## src/rtl/fp_pkg.sv

```systemverilog
// Shared widths, FSM state type and normalizer result bundle for the
// floating-point normalize/arbitrate slice.
package fp_pkg;

  localparam int unsigned MANT_IN_W = 25;
  localparam int unsigned FRAC_W    = 23;
  localparam int unsigned EXP_W     = 8;
  localparam int unsigned LZC_W     = 5;

  typedef enum logic [1:0] {
    IDLE,
    NORM,
    HOLD
  } state_t;

  typedef struct packed {
    logic [FRAC_W-1:0] frac;
    logic [EXP_W-1:0]  exp;
    logic              zero;
    logic              ovf;
    logic              unf;
  } norm_res_t;

endpackage

```

## src/rtl/fp_normalizer.sv

```systemverilog
// Combinational mantissa normalizer: carry right-shift, zero detect, or
// leading-zero left-shift with modulo-256 exponent adjust.
module fp_normalizer
  import fp_pkg::*;
(
  input  logic [MANT_IN_W-1:0] mant,
  input  logic [EXP_W-1:0]     exp,
  output norm_res_t            res
);

  logic [LZC_W-1:0] shift;
  logic [FRAC_W:0]  shifted;

  always_comb begin
    // Ascending scan: the last hit is the highest set bit below the carry.
    shift = '0;
    for (int unsigned i = 0; i <= FRAC_W; i++) begin
      if (mant[i]) shift = LZC_W'(FRAC_W - i);
    end
    shifted = mant[FRAC_W:0] << shift;

    res = '0;
    if (mant[MANT_IN_W-1]) begin
      res.frac = mant[FRAC_W:1];
      res.exp  = exp + 1'b1;
      res.ovf  = (exp == '1);
    end else if (mant == '0) begin
      res.zero = 1'b1;
    end else begin
      res.frac = shifted[FRAC_W-1:0];
      res.exp  = exp - EXP_W'(shift);
      res.unf  = (EXP_W'(shift) > exp);
    end
  end

endmodule

```

## src/rtl/fp_norm_arbiter.sv

```systemverilog
// Round-robin arbiter sharing one fp_normalizer between N_REQ requesters;
// the result is registered and held until the consumer takes it.
module fp_norm_arbiter
  import fp_pkg::*;
#(
  parameter  int unsigned N_REQ = 2,
  parameter  int unsigned TAG_W = 4,
  localparam int unsigned ID_W  = (N_REQ > 1) ? $clog2(N_REQ) : 1
) (
  input  logic                       clk,
  input  logic                       rst,
  input  logic [N_REQ-1:0]           req_valid,
  output logic [N_REQ-1:0]           req_ready,
  input  logic [N_REQ*MANT_IN_W-1:0] req_mant,
  input  logic [N_REQ*EXP_W-1:0]     req_exp,
  input  logic [N_REQ-1:0]           req_sign,
  input  logic [N_REQ*TAG_W-1:0]     req_tag,
  output logic                       res_valid,
  input  logic                       res_ready,
  output logic [ID_W-1:0]            res_id,
  output logic [TAG_W-1:0]           res_tag,
  output logic                       res_sign,
  output logic [FRAC_W-1:0]          res_mant,
  output logic [EXP_W-1:0]           res_exp,
  output logic                       res_zero,
  output logic                       res_ovf,
  output logic                       res_unf
);

  state_t state, state_nxt;

  logic [ID_W-1:0]      rr_ptr;
  logic [ID_W-1:0]      grant;
  logic                 any_valid;
  logic                 accept;

  logic [MANT_IN_W-1:0] sel_mant;
  logic [EXP_W-1:0]     sel_exp;
  logic                 sel_sign;
  logic [TAG_W-1:0]     sel_tag;

  logic [MANT_IN_W-1:0] op_mant;
  logic [EXP_W-1:0]     op_exp;
  logic                 op_sign;
  logic [TAG_W-1:0]     op_tag;
  logic [ID_W-1:0]      op_id;

  norm_res_t            norm;

  // Scans ptr+N .. ptr+1 so the requester nearest after ptr overwrites last.
  function automatic logic [ID_W-1:0] rr_pick(input logic [N_REQ-1:0] valid,
                                              input logic [ID_W-1:0]  ptr);
    logic [ID_W-1:0] pick;
    int unsigned     idx;
    pick = ptr;
    for (int unsigned k = N_REQ; k >= 1; k--) begin
      idx = (32'(ptr) + k) % N_REQ;
      if (valid[idx]) pick = ID_W'(idx);
    end
    return pick;
  endfunction

  always_comb begin
    grant     = rr_pick(req_valid, rr_ptr);
    any_valid = |req_valid;
    sel_mant  = '0;
    sel_exp   = '0;
    sel_sign  = 1'b0;
    sel_tag   = '0;
    for (int unsigned i = 0; i < N_REQ; i++) begin
      if (ID_W'(i) == grant) begin
        sel_mant = req_mant[i*MANT_IN_W +: MANT_IN_W];
        sel_exp  = req_exp[i*EXP_W +: EXP_W];
        sel_sign = req_sign[i];
        sel_tag  = req_tag[i*TAG_W +: TAG_W];
      end
    end
  end

  always_comb begin
    state_nxt = state;
    req_ready = '0;
    accept    = 1'b0;
    case (state)
      IDLE: begin
        if (any_valid) begin
          req_ready = N_REQ'(1) << grant;
          accept    = 1'b1;
          state_nxt = NORM;
        end
      end
      NORM:    state_nxt = HOLD;
      HOLD:    if (res_ready) state_nxt = IDLE;
      default: state_nxt = IDLE;
    endcase
  end

  always_ff @(posedge clk) begin
    if (rst) state <= IDLE;
    else     state <= state_nxt;
  end

  fp_normalizer u_norm (
    .mant (op_mant),
    .exp  (op_exp),
    .res  (norm)
  );

  always_ff @(posedge clk) begin
    if (rst) begin
      rr_ptr    <= ID_W'(N_REQ - 1);
      op_mant   <= '0;
      op_exp    <= '0;
      op_sign   <= 1'b0;
      op_tag    <= '0;
      op_id     <= '0;
      res_valid <= 1'b0;
      res_id    <= '0;
      res_tag   <= '0;
      res_sign  <= 1'b0;
      res_mant  <= '0;
      res_exp   <= '0;
      res_zero  <= 1'b0;
      res_ovf   <= 1'b0;
      res_unf   <= 1'b0;
    end else begin
      if (accept) begin
        op_mant <= sel_mant;
        op_exp  <= sel_exp;
        op_sign <= sel_sign;
        op_tag  <= sel_tag;
        op_id   <= grant;
        rr_ptr  <= grant;
      end
      if (state == NORM) begin
        res_valid <= 1'b1;
        res_id    <= op_id;
        res_tag   <= op_tag;
        res_sign  <= op_sign;
        res_mant  <= norm.frac;
        res_exp   <= norm.exp;
        res_zero  <= norm.zero;
        res_ovf   <= norm.ovf;
        res_unf   <= norm.unf;
      end
      if (state == HOLD && res_ready) res_valid <= 1'b0;
    end
  end

endmodule
```

## config.mk

```make
export PLATFORM = sky130hd
export DESIGN_NAME = fp_norm_arbiter
export DESIGN_NICKNAME = d
export VERILOG_FILES = /design/src/rtl/fp_pkg.sv /design/src/rtl/fp_normalizer.sv /design/src/rtl/fp_norm_arbiter.sv
export SDC_FILE = /design/constraint.sdc
export NUM_CORES = 1
export LEC_CHECK = 0
export ABC_AREA = 1
export CELL_PAD_IN_SITES_DETAIL_PLACEMENT = 0
export CELL_PAD_IN_SITES_GLOBAL_PLACEMENT = 1
export CORE_UTILIZATION = 47
export DETAILED_ROUTE_END_ITERATION = 7
export DONT_BUFFER_PORTS = 1
export PLACE_DENSITY_LB_ADDON = 0.1
export SYNTH_ARGS = -nofsm -noshare
export SYNTH_HDL_FRONTEND = slang
export SYNTH_SLANG_ARGS = --single-unit
```

## constraint.sdc

```tcl
create_clock -name clk -period 6 [get_ports clk]
set_input_delay 1.2 -clock clk [delete_from_list [all_inputs] [get_ports clk]]
set_output_delay 1.2 -clock clk [all_outputs]
set_load 0.01 [all_outputs]
```

Yosys cells after proc, flatten, opt, wreduce, memory -nomap -nowiden
Cells that the tools add are included.

word-level totals
  register bits = 83
  input bits = 81
  output and inout bits = 43
  logic and storage cells = 84

operators by class
  $add $sub $neg = 4
  $lt $le $gt $ge = 3
  equality and inequality tests = 5
  shift operators = 2
  mux-type cells = 48
  reduce and logical (&&, ||, !) cells = 6

operator list
  operator               number
  $mux W5                24
  $mux W31               2
  $logic_not A25 Y1      1
  $mux W25               1
  $shl A24 B5 Y23        1
  $mux W1                14
  $add A8 B1 Y8 const B  1
  $eq A8 B8 Y1 const B   1
  $gt A5 B8 Y1           1
  $mux W2                4
  $mux W8                1
  $sub A8 B5 Y8          1
  $pmux W2 S3            1
  $lt A1 B2 Y1 const B   2
  $mux W4                1
  $ne A2 B2 Y1 const B   2
  $reduce_or A2 Y1       2
  $add A1 B1 Y1 const B  2
  $eq A2 B1 Y1 const B   1
  $eq A2 B2 Y1 const B   1
  $logic_not A2 Y1       1
  $reduce_and A2 Y1      1
  $shl A1 B1 Y2 const A  1
  $logic_and A1 B1 Y1    1

Logic depth before layout (Yosys ltp)
Gate-level depths: netlist of the first run.

  depth after elaboration = 27
  gate-level depth with buffers = 34
  gate-level depth less buffers = 33

Hierarchy
From an unflattened synthesis of the first run, not the netlist that was laid out.

second synthesis, totals
  cell total of the unflattened synthesis = 934
  area, all modules = 5604.1 sq um

by module, submodules not included
  module           instances  cells each  area an instance (sq um)  seq. area each (sq um)
  fp_norm_arbiter  1          494         3488.3                    1661.6
  fp_normalizer    1          440         2115.8                    0.0

Least setup slack after synthesis of the first run
OpenSTA, ideal clock, no wires.

  path kind = input to output
  start point = input port req_valid[1]
  end point = output port req_ready[1]
  data arrival time = 2260 ps
  data required time = 4800 ps
  setup slack = 2540 ps
  cell stages on the path = 5
  path buffers = 1
  path through = o21ai_1 -> clkinv_1 -> nand2_1 -> inv_1 -> clkbuf_1

on the way
  longest elaborated chain between the ends = 7
  elaborated cells between the ends (all ways) = 10
  classes of those cells = shift (1); mux (8); reduce/logical (1)

RTL lines
  what                                         RTL line               RTL
  start, declared                              fp_norm_arbiter.sv:12  input logic [N_REQ-1:0] req_valid,
  $mux W1 (implied by the code) (2 in series)  fp_norm_arbiter.sv:58  if (valid[idx]) pick = ID_W'(idx);
  $mux W1 (2 in series)                        fp_norm_arbiter.sv:58
  $shl A1 B1 Y2                                fp_norm_arbiter.sv:87  req_ready = N_REQ'(1) << grant;
  $mux W2 (*)                                  fp_norm_arbiter.sv:86  if (any_valid) begin
  $mux W2 (*)                                  fp_norm_arbiter.sv:84  case (state)
  end, declared                                fp_norm_arbiter.sv:13  output logic [N_REQ-1:0] req_ready,

Mark *: on every way between the ends. The rest lies on a longest branch, timed or not. The select of a mux whose other input is x is not followed.

Final worst setup path of the first run
  start point = register op_mant[4]
  end point = register res_exp[7]

on the way
  longest elaborated chain between the ends = 23
  elaborated cells between the ends (all ways) = 24
  classes of those cells = add/sub (1); mux (22); reduce/logical (1)

RTL lines
  what                    RTL line                RTL
  start, declared         fp_norm_arbiter.sv:42   logic [MANT_IN_W-1:0] op_mant;
  start signal, assigned  fp_norm_arbiter.sv:128  op_mant <= sel_mant;
  $mux W5 (20 in series)  fp_normalizer.sv:18     if (mant[i]) shift = LZC_W'(FRAC_W - i);
  $sub A8 B5 Y8           fp_normalizer.sv:31     res.exp = exp - EXP_W'(shift);
  $mux W31 (*)            fp_normalizer.sv:27     end else if (mant == '0) begin
  $mux W31 (*)            fp_normalizer.sv:23     if (mant[MANT_IN_W-1]) begin
  end signal, assigned    fp_norm_arbiter.sv:141  res_exp <= norm.exp;
  end, declared           fp_norm_arbiter.sv:24   output logic [EXP_W-1:0] res_exp,

Mark *: on every way between the ends. The rest lies on a longest branch, timed or not.
A chain may end at the register's enable or synchronous reset.

==> results.md, run 1 <==
- The run finished with clean final reports.
- The total via count in the routed design is 5498.
- The worst setup path is launched from a register.
- The largest net degree at the start of global routing is 48.
- The total count of max-transition violations in the final report is 0.
- The area enclosed by the die boundary is 0.01167 mm^2.
- The synthesized design contains 0 enable-type register cells.
- The mean post-synth cell area is 6.235 um^2.
- The most common library cell in the layout ignoring fill and taps is sky130_fd_sc_hd__nand2_1.
- The count of hold-fix buffers inserted at cts is 0.
- The port buffer count is 0.
- The share of synthesized registers carrying an async set or reset is 0%.
- The placed instance area is 0.005294 mm^2.
- The number of global-route vias before repair is 4961.
- Setup repair after global routing left no endpoint under its margin.
- The first global-routing pass estimated 26.95 mm of wire.
- The power density normalized to cell area is about 400 mW/mm^2.
- The type of the tightest min-delay check is register to register.
- The worst setup skew after layout is around 14 ps.
- The number of buffers on the longest clock path is 2.
- The worst slack at placement is 1975 ps.
- During I/O placement, the number of pins put on the boundary was 124.
- The utilization after layout is approximately half.
- The clock input transition at the sequential cells of the worst setup and hold paths is 100 ps.
- The kind of cell adding the most delay to the critical path is compound AO/OA/AOI/OAI gates.
- The leakage power of the design is approximately 2.7 nW.
- The biggest area consumer among synthesized cells is sky130_fd_sc_hd__dfxtp_1.
- Compared with the post-synthesis result, the final layout area differs by 4.146%.
- The critical path is of the register to register type.
- The die is ~110 um tall.
- The layout filler cell count is 1149.
- The hold violation total from the final report is 0.
- Wires add up to 17.03 mm.
- The repair_antennas step left the layout with diodes totalling 0.
- Ranked by total cell area, the synthesized netlist is headed by sky130_fd_sc_hd__dfxtp_1, sky130_fd_sc_hd__nand2_1, sky130_fd_sc_hd__nand3_1.
- The number of max-cap violations is 0.
- The half-perimeter wire length of the detailed placement result is ~13 mm.
- The number of cell rows is 38.
- The net count after synthesis is 936.
- The initial antenna violation count came to 0.
- Data arrives at the worst endpoint at about 4400 ps.
- The initial utilization of the core area, before any placement, comes to 48.51%.
- After floorplanning, the core was sized to cover 0.01089 mm^2.
- At the pin with the least slew margin, the transition time is 1056 ps.
- Buffers inserted during clock tree synthesis total 9.
- After routing, the total negative slack on setup checks comes to 0 ps.
- On the final layout, the worst hold slack is 468.0 ps.
- Dividing the detail-routed wire length by the instance count gives 17.68 um.
- The first detailed-routing pass took 5 iterations.
- The most used flip-flop cell after synthesis is sky130_fd_sc_hd__dfxtp_1.
- Global routing consumed, over all layers together, 30.66% of the routing resources.
- The number of different library cells in the post-synthesis netlist is 33.
- The cell repeated most along the worst path is sky130_fd_sc_hd__nand2_1.
- For this run, design rule violations remaining after detail routing come to 0.
- The root buffer cell chosen for the clock tree is sky130_fd_sc_hd__clkbuf_8.
- The number of setup buffers added after CTS is 0.
- Routability-driven placement finished with a final weighted congestion of roughly 0.87.
- Based on the critical path, the design can be clocked at up to 242.3 MHz.
- The post-cts gate resize count is 0.
- The count of antenna-violating nets left after detailed routing is 0.
- The flip-flop and latch count after synthesis is 83.
- The top cell types in the final layout, fill and taps aside, are sky130_fd_sc_hd__nand2_1, sky130_fd_sc_hd__nand3_1, sky130_fd_sc_hd__inv_1, sky130_fd_sc_hd__dfxtp_1, sky130_fd_sc_hd__a21oi_1.
- The worst-case headroom to the max-slew limit is 29.61%.
- The slowest library cell on the worst path is sky130_fd_sc_hd__a21oi_2.
- Global routing finished with a remaining overflow of 0.
- The final clock period utilization by the worst path is a little under 70%.
- Counting both buffers and inverters, the worst setup path holds a total of 2.
- TritonCTS built the clock tree.
- The synthesized netlist occupies a cell area of around 0.0053 mm^2.
- The fraction of the yosys area taken by sequential cells is 31.46%.
- The floorplan step set the die width to 108.0 um.
- IR analysis of the VDD net gives a maximum drop of 0.1656 mV.
- The type of element capturing the critical path is a register.
- For this run, the number of Yosys warnings is 0.
- The required time at the endpoint of the critical path is 6260 ps.
- The longest individual stage delay on the worst path is 850 ps.
- The maximum level of the CTS H-tree is 3.
- The top cell type by area accounts for 31.46% of the synthesized area.
- The maximum fanout count along the critical path is 25.
- After the first detailed-routing iteration, the DRC count stood at just under 600.
- The final non-filler cell area is 0.005500 mm^2.
- The sink count of the clock tree is between 80 and 90.
- The final period demand of the worst path is 4127 ps.
- The net count of the finished layout is 907.
- In the routed layout, each cell is associated on average with a via count of 5.709.
- Of the cells placed in the final design, the portion with a size suffix greater than 1 is 6.318%.
- Setup violations remaining at the end of the flow were counted as 0.
- The clock insertion delay at the later pin of the skew report is 390 ps.
- Walking the worst path, the cells encountered are nor4_1 > nand2_1 > nand2_1 > nand2_1 > a21oi_2 > inv_2 > ha_1 > nand2_1 > nor2_1 > a211oi_1 > nor2_1 > o21ai_0 > inv_1 > nor4_1 > a21oi_1 > o21ai_0 > a31oi_1.
- In the post-route analysis, the smallest setup slack over all paths is ~1900 ps.
- Synthesis produced 847 cells.
[cells by family after synthesis]
| kind of cell | share of synthesized area [%] |
|---|---|
| and+or+nand+nor | 35.92 |
| buffers and inverters | 11.42 |
| xor gates and xnor gates | 0.6635 |
| DFF | 31.46 |
| adders and majority gates | 2.037 |
| AOI/OAI and AO/OA | 18.50 |
[flip-flops by register name, indices dropped and copies added (netlist names), 2 cells and up]
name / flops
op_exp: 8
res_tag: 4
res_mant: 23
op_tag: 4
op_mant: 25
res_exp: 8
state: 2
[stage by stage]
stage               power (mW)  instances
floorplan                1.533        847
global placement         1.781        947
detailed placement       1.775        947
CTS                      2.208        963
global route             2.386        963
finish                   2.218        963
[routing by layer]
layer / track usage, % / up-vias / part of all wire [%]
met2: 44.22 / 268 / 41
met3: 5.967 / 21 / 8.9
met4: 9.491 / 0 / 1.5
met1: 45.45 / 2467 / 48
li1: - / 2742 / -
met5: 0 / - / 0
[report_power, final]
| part | internal (mW) | total (mW) | switching (mW) |
|---|---|---|---|
| logic | 0.335 | 1.10 | 0.761 |
| clock network | 0.199 | 0.434 | 0.236 |
| registers | 0.618 | 0.688 | 0.0698 |
| total | 1.15 | 2.22 | 1.07 |
[final cells by class]
type / instances / area [um^2] / area share, %
timing repair buffer: 9 / 67.56 / 1.228
tap: 140 / 175.2 / 3.185
inverter: 97 / 364.1 / 6.620
sequential: 83 / 1662 / 30.21
clock inverter: 7 / 82.58 / 1.501
multi-input combinational: 618 / 3025 / 55.00
clock buffer: 9 / 123.9 / 2.252
[worst reg2reg max path, delay by kind of cell, from the launching register on]
family,cells,cell delay (ps)
simple gates,8,1040
compound gates,6,1550
buf+inv,2,570
fa+ha+maj,1,490
flops,1,350
[synthesized netlist by cell type (2+ instances only)]
cell type and number:
sky130_fd_sc_hd__o21ai_1 4, sky130_fd_sc_hd__nand3b_1 4, sky130_fd_sc_hd__buf_1 2, sky130_fd_sc_hd__inv_2 3
sky130_fd_sc_hd__o221a_2 2, sky130_fd_sc_hd__buf_4 6, sky130_fd_sc_hd__a211oi_1 2, sky130_fd_sc_hd__nand2_1 247
sky130_fd_sc_hd__a31oi_1 6, sky130_fd_sc_hd__nand2_2 4, sky130_fd_sc_hd__nand3_2 9, sky130_fd_sc_hd__clkbuf_1 33
sky130_fd_sc_hd__clkinv_1 4, sky130_fd_sc_hd__buf_2 5, sky130_fd_sc_hd__xor2_1 3, sky130_fd_sc_hd__o211ai_1 33
sky130_fd_sc_hd__nor4_1 5, sky130_fd_sc_hd__o21ai_0 55, sky130_fd_sc_hd__nor3_1 3, sky130_fd_sc_hd__a21oi_1 63
sky130_fd_sc_hd__nor2_1 43, sky130_fd_sc_hd__dfxtp_1 83, sky130_fd_sc_hd__nand4_1 8, sky130_fd_sc_hd__a21oi_2 4
sky130_fd_sc_hd__inv_1 90, sky130_fd_sc_hd__nand3_1 112, sky130_fd_sc_hd__buf_6 2, sky130_fd_sc_hd__ha_1 7
[worst paths after layout]
check | cells after the start | end | startpoint | slack, ps
setup / recovery | 17 | res_exp[7] | op_mant[4] | 1870
hold / removal | 2 | op_id | op_id | 470
setup reg to reg | 17 | res_exp[7] | op_mant[4] | 1870
hold reg to reg | 2 | op_id | op_id | 470
(Power assumes the default switching activity.)
==> inputs of run 2 (changes only) <==
Settings changed: CORE_UTILIZATION 47 to 44.
Clock period 6 ns to 4.25 ns, I/O delays scaled along.
==> run 2 against run 1 <==
Effect of this change: the run now ends with DRC left; hold slack got worse by 1.5 ps; clock power is 95% higher; total power is 53% higher; critical path depth grew 16; critical endpoint unchanged; first-iteration DRC count fell by 7.0%; sequential power grew 42%; critical path type unchanged; largest cell class unchanged; sequential share of layout area decreased by 0.82 points; maximum frequency is 25% higher.
==> results.md, run 2 (synthesized netlist as in run 1, its figures left out) <==
- The flow ran to the end, but the final reports show violations.
- The checks that failed: DRC.
- The worst-case headroom to the max-slew limit came to 24.09% (-5.5 points).
- The met2 track demand over resource in global routing is 43.58% (-0.64 points).
- The kind of cell adding the most delay to the critical path is simple AND/OR/NAND/NOR gates.
- TritonCTS built the clock tree.
- The maximum level of the CTS H-tree is 3 (unchanged).
- The register bank with the most flops is op_mant.
- The top cell types in the final layout, fill and taps aside, are sky130_fd_sc_hd__nand2_1, sky130_fd_sc_hd__nand3_1, sky130_fd_sc_hd__inv_1, sky130_fd_sc_hd__dfxtp_1, sky130_fd_sc_hd__a21oi_1.
- The buffer and inverter count on the worst path came to 2 (unchanged).
- The worst setup skew after layout is 9.454 ps (-4.412 ps).
- The required time at the endpoint of the critical path is 4470 ps (-1790 ps).
- The count of hold-fix buffers inserted at cts came to 0 (unchanged).
- The area used by sequential logic in the layout came to 0.001662 mm^2 (unchanged).
- The width of the chip is 111.6 um (+3.3%).
- The total power after layout is 3.395 mW (+53%).
- The placeable core area is 0.01156 mm^2 (+6.2%).
- The internal power contribution is 1.876 mW (+63%).
- The number of global-route vias before repair is 5201 (+4.8%).
- The number of setup buffers added after CTS is 0 (unchanged).
- The number of buffers added by the clock tree synthesis step was 9 (unchanged).
- The type of element capturing the critical path is a register.
- The total routing usage reported by global routing was 29.31% (-1.3 points).
- The global route total overflow came to 0 (unchanged).
- The largest net degree at the start of global routing is 48 (unchanged).
- The cell sitting at the root of the clock tree is a sky130_fd_sc_hd__clkbuf_16.
- The total area of multi-input combinational cells is 0.003022 mm^2 (-0.12%).
- The count of antenna-violating nets left after detailed routing is 0 (unchanged).
- The number of buffers on the longest clock path was 2 (unchanged).
- The chip height is 111.6 um (+3.3%).
- The clock network power share is 25.0% (+5.4 points).
- The setup TNS was 0 ps (unchanged).
- The classification of the worst setup path is register to register.
- The iteration count of the initial detailed-routing pass came to 8 (+3).
- The global-route wire length before repair is 28.13 mm (+4.4%).
- The number of instances on the worst hold path was 2 (unchanged).
- The total via count in the routed design is 5640 (+2.6%).
- The initial antenna violation count is 0 (unchanged).
- The highest clock rate is 302.4 MHz (+25%).
- The post-detailed-route DRC marker count is 14 (+14).
- The flop-to-flop setup slack came to 940 ps (-930 ps).
- The hold-critical path endpoint is op_id.
- The half-perimeter wire length of the detailed placement result is 13.05 mm (+4.0%).
- Setup repair after global routing left no endpoint under its margin.
- The layout filler cell count is 1262 (+9.8%).
- The number of placed I/O pins was 124 (unchanged).
- The path class of the tightest hold or removal check is register to register.
- The final weighted congestion in routability-driven placement is 0.9170 (+5.8%).
- The leakage power of the design came to 2.763 nW (+3.0%).
- The post-detailed-routing wire length is 17.57 mm (+3.2%).
- The switching share of power came to 44.75% (-3.3 points).
- The actual transition at the worst max-transition pin is 1132 ps (+75.76 ps).
- The final clock period utilization by the worst path is 77.80% (+9.0 points).
- The startpoint type of the worst setup path is a register.
- The clock insertion delay at the later pin of the skew report is 350 ps (-40 ps).
- The number of vias per cell was 5.808 (+1.7%).
- The count of cells along the worst register-to-register path is 33 (+16).
- The longest individual stage delay on the worst path was 400 ps (-450 ps).
- The power density normalized to cell area is 600.5 mW/mm^2 (+49%).
- The starting DRC count in detailed routing was 541 (-7.0%).
- The final setup violation count came to 0 (unchanged).
- The routed wirelength normalized by instance count came to 18.10 um (+2.4%).
- The number of cell rows came to 39 (+2.6%).
- The data arrival time of the worst path is 3530 ps (-850 ps).
- The most crowded layer after global routing is met2.
- The area enclosed by the die boundary is 0.01245 mm^2 (+6.7%).
- The cell repeated most along the worst path is sky130_fd_sc_hd__nand2_1.
- The met1 usage is 40.69% (-4.8 points).
- Compared with the post-synthesis result, the final layout area differs by 7.036%.
- The post-cts gate resize count is 0 (unchanged).
- The post-layout net count came to 912 (+0.55%).
- The flip-flop count of the largest register after layout came to 25 (unchanged).
- The largest registers in the layout are op_mant x25, res_mant x23.
- The portion of total power attributed to sequential cells is 28.8% (-2.2 points).
- The final period demand of the worst path is 3306 ps (-820.1 ps).
- The sink count of the clock tree is 83 (unchanged).
- The hold violation total from the final report was 0 (unchanged).
- The share of final-layout standard cells stronger than drive strength 1 is 6.763% (+0.44 points).
- The final antenna diode count is 0 (unchanged).
- The maximum fanout count along the critical path is 23 (-8.0%).
- The combinational cell fraction of total power is 46.2% (-3.2 points).
- The total count of max-transition violations in the final report came to 0 (unchanged).
- The number of gates on the worst path with buffers counted is 33 (+16).
- The startpoint of the most critical register-to-register path is op_mant[0].
- The worst register-to-register path ends at res_exp[7].
- The port buffer count came to 0 (unchanged).
- The worst supply voltage drop on vdd came to 0.2329 mV (+41%).
- The start point of the worst min-delay path is op_id.
- The met3 routing resource usage after global routing was 8.601% (+2.6 points).
- The number of max-cap violations is 0 (unchanged).
- The slowest stage of the critical path belongs to the cell sky130_fd_sc_hd__dfxtp_1.
- The most common library cell in the layout ignoring fill and taps is sky130_fd_sc_hd__nand2_1.
- The clock input transition at the sequential cells of the worst setup and hold paths came to 70 ps (-30 ps).
- The switching power summed over all nets is 1.519 mW (+42%).
- The starting density of the core is 45.67% (-2.8 points).
## run 2: changes by cell type in the layout (fill, tap and decap cells not counted), sizes merged
cell,change
clkinvlp,-1
clkbuf,+3
buf,+5
inv,-2
## run 2: per-layer routing
layer  wire (um)  part of all wire [%]
met4         277                   1.6
met3        1755                    10
met1        8179                    47
met2        7359                    42
met5           0                     0
## run 2: metrics by stage
stage	instance area (um^2)	setup slack [ps]	utilization [%]	hold WS, ps	std cells
6_report	5653	943.5	48.88	466.6	971
5_1_grt	5653	525.3	48.88	490.9	971
4_1_cts	5653	936.9	48.88	466.4	971
3_5_place_dp	5331	951.8	46.10	456.1	955
3_3_place_gp	5331	1000	46.10	449.9	955
2_1_floorplan	5281	1290	-	439.7	847
## run 2: worst max-delay path by stage
stage	startpoint	to	slack, ps
CTS	op_mant[0]	res_exp[7]	940
global route	op_mant[0]	res_exp[7]	530
finish	op_mant[0]	res_exp[7]	940
detailed placement	op_mant[0]	res_exp[7]	950
global placement	op_mant[0]	res_exp[7]	1000
floorplan	op_mant[1]	res_exp[6]	1290
## run 2: worst min-delay path, delay by kind of cell, from the launching register on
family             cells  cell delay, ps
AOI/OAI and AO/OA      1              60
DFF                    1             310
and+or+nand+nor        1              60
## run 2: area by class of cell
cell class	instances	share of cell area [%]
Clock buffer	12	4.714
Clock inverter	4	0.9739
Inverter	97	6.441
Multi-Input combinational cell	618	53.45
Sequential cell	83	29.39
Tap cell	143	3.165
Timing Repair Buffer	14	1.859
## run 2: power by group through the flow
stage	clock (mW)	combinational, mW	sequential (mW)
2_1_floorplan	0	1.20	0.963
3_3_place_gp	0	1.56	0.989
3_5_place_dp	0	1.55	0.993
4_1_cts	0.858	1.55	0.977
5_1_grt	0.889	1.77	0.987
6_report	0.848	1.57	0.977
==> inputs of run 3 (changes only) <==
Settings changed: ABC_AREA 1 to 0, CORE_UTILIZATION 44 to 42.
Clock period 4.25 ns to 2.7 ns, I/O delays scaled along.
==> run 3 against run 2 <==
Effect of this change: the flow finishes with violations (setup timing); sequential power grew 61%; setup slack lost 1000 ps; combinational power grew 63%; final area grew 19%; count of clock-buffer cells in the layout shrank 2; non-clock buffer count grew 90; cell count shrank 6.6%; global-route usage shrank 1.3 points; total power grew 58%; die area grew 4.6%; critical endpoint is now res_exp[6].
==> results.md, run 3 <==
- The number of vias per cell is 5.803 (about the same).
- The highest clock rate is 361.2 MHz (+19%).
- The post-detailed-routing wire length is 17.94 mm (+2.1%).
- The worst setup skew after layout is 10.15 ps (+0.6935 ps).
- The leakage power of the design is 2.644 nW (-4.3%).
- Setup repair after global routing could not meet its margin everywhere.
- The tree is rooted in a sky130_fd_sc_hd__clkbuf_16.
- The area enclosed by the die boundary is 0.01301 mm^2 (+4.6%).
- The total routing usage reported by global routing came to 27.96% (-1.3 points).
- The post-layout net count is 823 (-9.8%).
- The final weighted congestion in routability-driven placement came to 0.9404 (+2.6%).
- The iteration count of the initial detailed-routing pass was 5 (-3).
- The routed wirelength normalized by instance count is 19.78 um (+9.3%).
- The total power after layout is 5.380 mW (+58%).
- The number of global-route vias before repair is 4966 (-4.5%).
- TritonCTS built the clock tree.
- The number of placed I/O pins is 124 (unchanged).
- The number of buffers on the longest clock path came to 2 (unchanged).
- The most used flip-flop cell after synthesis is sky130_fd_sc_hd__dfxtp_1.
- The layout overhead on the synthesized area is 27.23%.
- The flip-flop count of the largest register after layout was 25 (unchanged).
- The count of cells along the worst register-to-register path came to 13 (-61%).
- The net count after synthesis is 760 (-19%).
- The maximum fanout count along the critical path is 6 (-74%).
- After synthesis, the cell types taking the most area are sky130_fd_sc_hd__dfxtp_1, sky130_fd_sc_hd__mux2i_1, sky130_fd_sc_hd__nor2_1.
- The classification of the worst setup path is register to register.
- The chip height is 114.1 um (+2.2%).
- The clock input transition at the sequential cells of the worst setup and hold paths is 70 ps (about the same).
- The largest net degree at the start of global routing is 88 (+83%).
- The port buffer count was 0 (unchanged).
- The flow ran to the end, but the final reports show violations.
- The half-perimeter wire length of the detailed placement result was 13.62 mm (+4.4%).
- The total count of max-transition violations in the final report is 0 (unchanged).
- The count of hold-fix buffers inserted at cts is 0 (unchanged).
- The worst-case headroom to the max-slew limit was 51.56% (+27 points).
- The total of warnings raised by yosys came to 0 (unchanged).
- The post-detailed-route DRC marker count was 0 (-14).
- The number of different library cells in the post-synthesis netlist is 69 (+110%).
- The clock insertion delay at the later pin of the skew report was 350 ps (about the same).
- The total via count in the routed design is 5263 (-6.7%).
- The power density normalized to cell area is 801.6 mW/mm^2 (+33%).
- The number of instances on the worst hold path came to 1 (-1).
- The number of cell rows was 40 (+2.6%).
- The share of final-layout standard cells stronger than drive strength 1 is 26.93% (+20 points).
- The largest total area in the synthesized netlist belongs to sky130_fd_sc_hd__dfxtp_1.
- op_mant holds more flip-flops than any other register.
- The flip-flop and latch count after synthesis was 83 (unchanged).
- The width of the chip is 114.1 um (+2.2%).
- The type of the tightest min-delay check is primary input to register.
- The fraction of the yosys area taken by sequential cells is 31.50% (+0.037 points).
- The number of buffers added by the clock tree synthesis step is 9 (unchanged).
- The top-area cell type share of the netlist area is 31.50% (+0.037 points).
- STA classifies the critical path endpoint as a register.
- The maximum level of the CTS H-tree is 3 (unchanged).
- The placed instance count was 881 (-7.7%).
- The most instantiated library cell after synthesis is sky130_fd_sc_hd__nor2_1.
- The final clock period utilization by the worst path is 102.5% (+25 points).
- The final reports fail on setup timing.
- The mean post-synth cell area is 7.861 um^2 (+26%).
- The worst supply voltage drop on vdd is 0.3919 mV (+68%).
- The actual transition at the worst max-transition pin is 726.6 ps (-405.0 ps).
- The starting density of the core is 43.55% (-2.1 points).
- The hold violation total from the final report came to 0 (unchanged).
- The data arrival time of the worst path is 3010 ps (-520 ps).
- The final setup slack of the worst path was -68.66 ps (-1012 ps).
- The most common library cell in the layout ignoring fill and taps is sky130_fd_sc_hd__nor2_1.
- The global route total overflow came to 0 (unchanged).
- The starting DRC count in detailed routing is 268 (-50%).
- The required time at the endpoint of the critical path was 2940 ps (-1530 ps).
- The number of cells in the finished layout apart from fillers came to 907 (-6.6%).
- The sink count of the clock tree is 83 (unchanged).
- The worst slack at placement is -145.0 ps (-1097 ps).
- The share of synthesized registers carrying an async set or reset is 0% (unchanged).
- The placeable core area is 0.01211 mm^2 (+4.7%).
- The final period demand of the worst path was 2769 ps (-537.8 ps).
- The final setup violation count is 2 (+2).
- The number of flops mapped to enable cells by yosys was 0 (unchanged).
- The count of antenna-violating nets left after detailed routing is 0 (unchanged).
- The cell count after synthesis came to 671 (-21%).
- The post-synthesis instance area was 0.005275 mm^2 (-0.12%).
- The number of max-cap violations is 0 (unchanged).
- The startpoint type of the worst setup path is a register.
- Leaving out fill and tap cells, the most frequent cells in the layout are sky130_fd_sc_hd__nor2_1, sky130_fd_sc_hd__buf_4, sky130_fd_sc_hd__dfxtp_1, sky130_fd_sc_hd__a21oi_1, sky130_fd_sc_hd__mux2i_1.
- In the final layout, the registers with the most flip-flops are op_mant x25, res_mant x23.
- The global-route wire length before repair is 27.66 mm (-1.7%).
- The initial antenna violation count is 0 (unchanged).
- The final antenna diode count is 0 (unchanged).
- Sorting the synthesized cells by how often they occur yields sky130_fd_sc_hd__nor2_1, sky130_fd_sc_hd__dfxtp_1, sky130_fd_sc_hd__mux2i_1, sky130_fd_sc_hd__a21oi_1, sky130_fd_sc_hd__a211oi_1.
[run 3: cell types whose count changed in the layout (fill, tap and decap cells not counted), moves of 49 or more]
cell | previous run | this run
sky130_fd_sc_hd__nand2_1 | 247 | 43
sky130_fd_sc_hd__nand3_1 | 112 | 8
sky130_fd_sc_hd__buf_4 | 14 | 97
sky130_fd_sc_hd__nor2_1 | 41 | 101
sky130_fd_sc_hd__mux2i_1 | 0 | 49
sky130_fd_sc_hd__inv_1 | 90 | 13
[run 3: stage by stage]
| step | utilization, % | hold slack (ps) | setup TNS, ps | area (um^2) |
|---|---|---|---|---|
| 2_1_floorplan | - | 432.3 | -472.1 | 5434 |
| 3_3_place_gp | 50.67 | 433.3 | -322.1 | 6137 |
| 3_5_place_dp | 50.67 | 438.4 | -528.4 | 6137 |
| 4_1_cts | 53.84 | 257.7 | -122.9 | 6521 |
| 5_1_grt | 55.41 | 249.8 | -1304 | 6711 |
| 6_report | 55.41 | 262.9 | -119.0 | 6711 |
[run 3: final timing paths]
| check | slack, ps | endpoint | start |
|---|---|---|---|
| worst max-delay path | -70 | res_exp[6] | op_mant[20] |
| worst max register to register | -70 | res_exp[6] | op_mant[20] |
| worst min-delay path | 260 | res_mant[14] | rst |
| worst min register to register | 450 | res_id | op_id |
[run 3: cell type report]
class,count,area (um^2)
fill,1210,5400
multi-input combinational,520,3621
sequential,83,1682
timing repair buffer,104,833.3
clock buffer,10,250.2
tap,168,210.2
inverter,16,62.56
clock inverter,6,52.55
[run 3: kinds of logic after synthesis]
group | count (synthesis) | share of synthesized area [%]
fa+ha+maj | 8 | 2.040
buf+inv | 68 | 5.171
flops | 83 | 31.50
compound gates | 216 | 28.18
mux | 65 | 12.81
xor+xnor | 7 | 1.162
simple gates | 224 | 19.14
[run 3: critical path: stages (launching register included)]
cell,delay [ps]
sky130_fd_sc_hd__dfxtp_4,360
sky130_fd_sc_hd__buf_6,120
sky130_fd_sc_hd__or3_4,370
sky130_fd_sc_hd__o21ai_4,190
sky130_fd_sc_hd__o21ai_4,130
sky130_fd_sc_hd__ha_4,180
sky130_fd_sc_hd__fa_2,420
sky130_fd_sc_hd__nor2b_4,140
sky130_fd_sc_hd__o21ai_2,70
sky130_fd_sc_hd__nand2b_1,90
sky130_fd_sc_hd__a211o_1,160
sky130_fd_sc_hd__nor2_1,70
sky130_fd_sc_hd__o311ai_2,260
sky130_fd_sc_hd__a21oi_1,100
[run 3: what timing repair did]
action,CTS,global route
gates resized for setup,17,32
buffers inserted,2,8
pin swaps,8,18
setup endpoints to repair,9,23
[run 3: where the power goes]
part	switching (mW)	internal, mW
logic	1.39	1.18
clock network	0.551	0.694
registers	0.196	1.38
total	2.13	3.25
[run 3: metal layers]
metal / wire length [um] / track usage (%) / up-vias
li1: - / - / 2609
met1: 8308 / 39.06 / 2418
met2: 8227 / 43.72 / 212
met3: 1094 / 4.500 / 24
met4: 314 / 9.437 / 0
met5: 0 / 0 / -
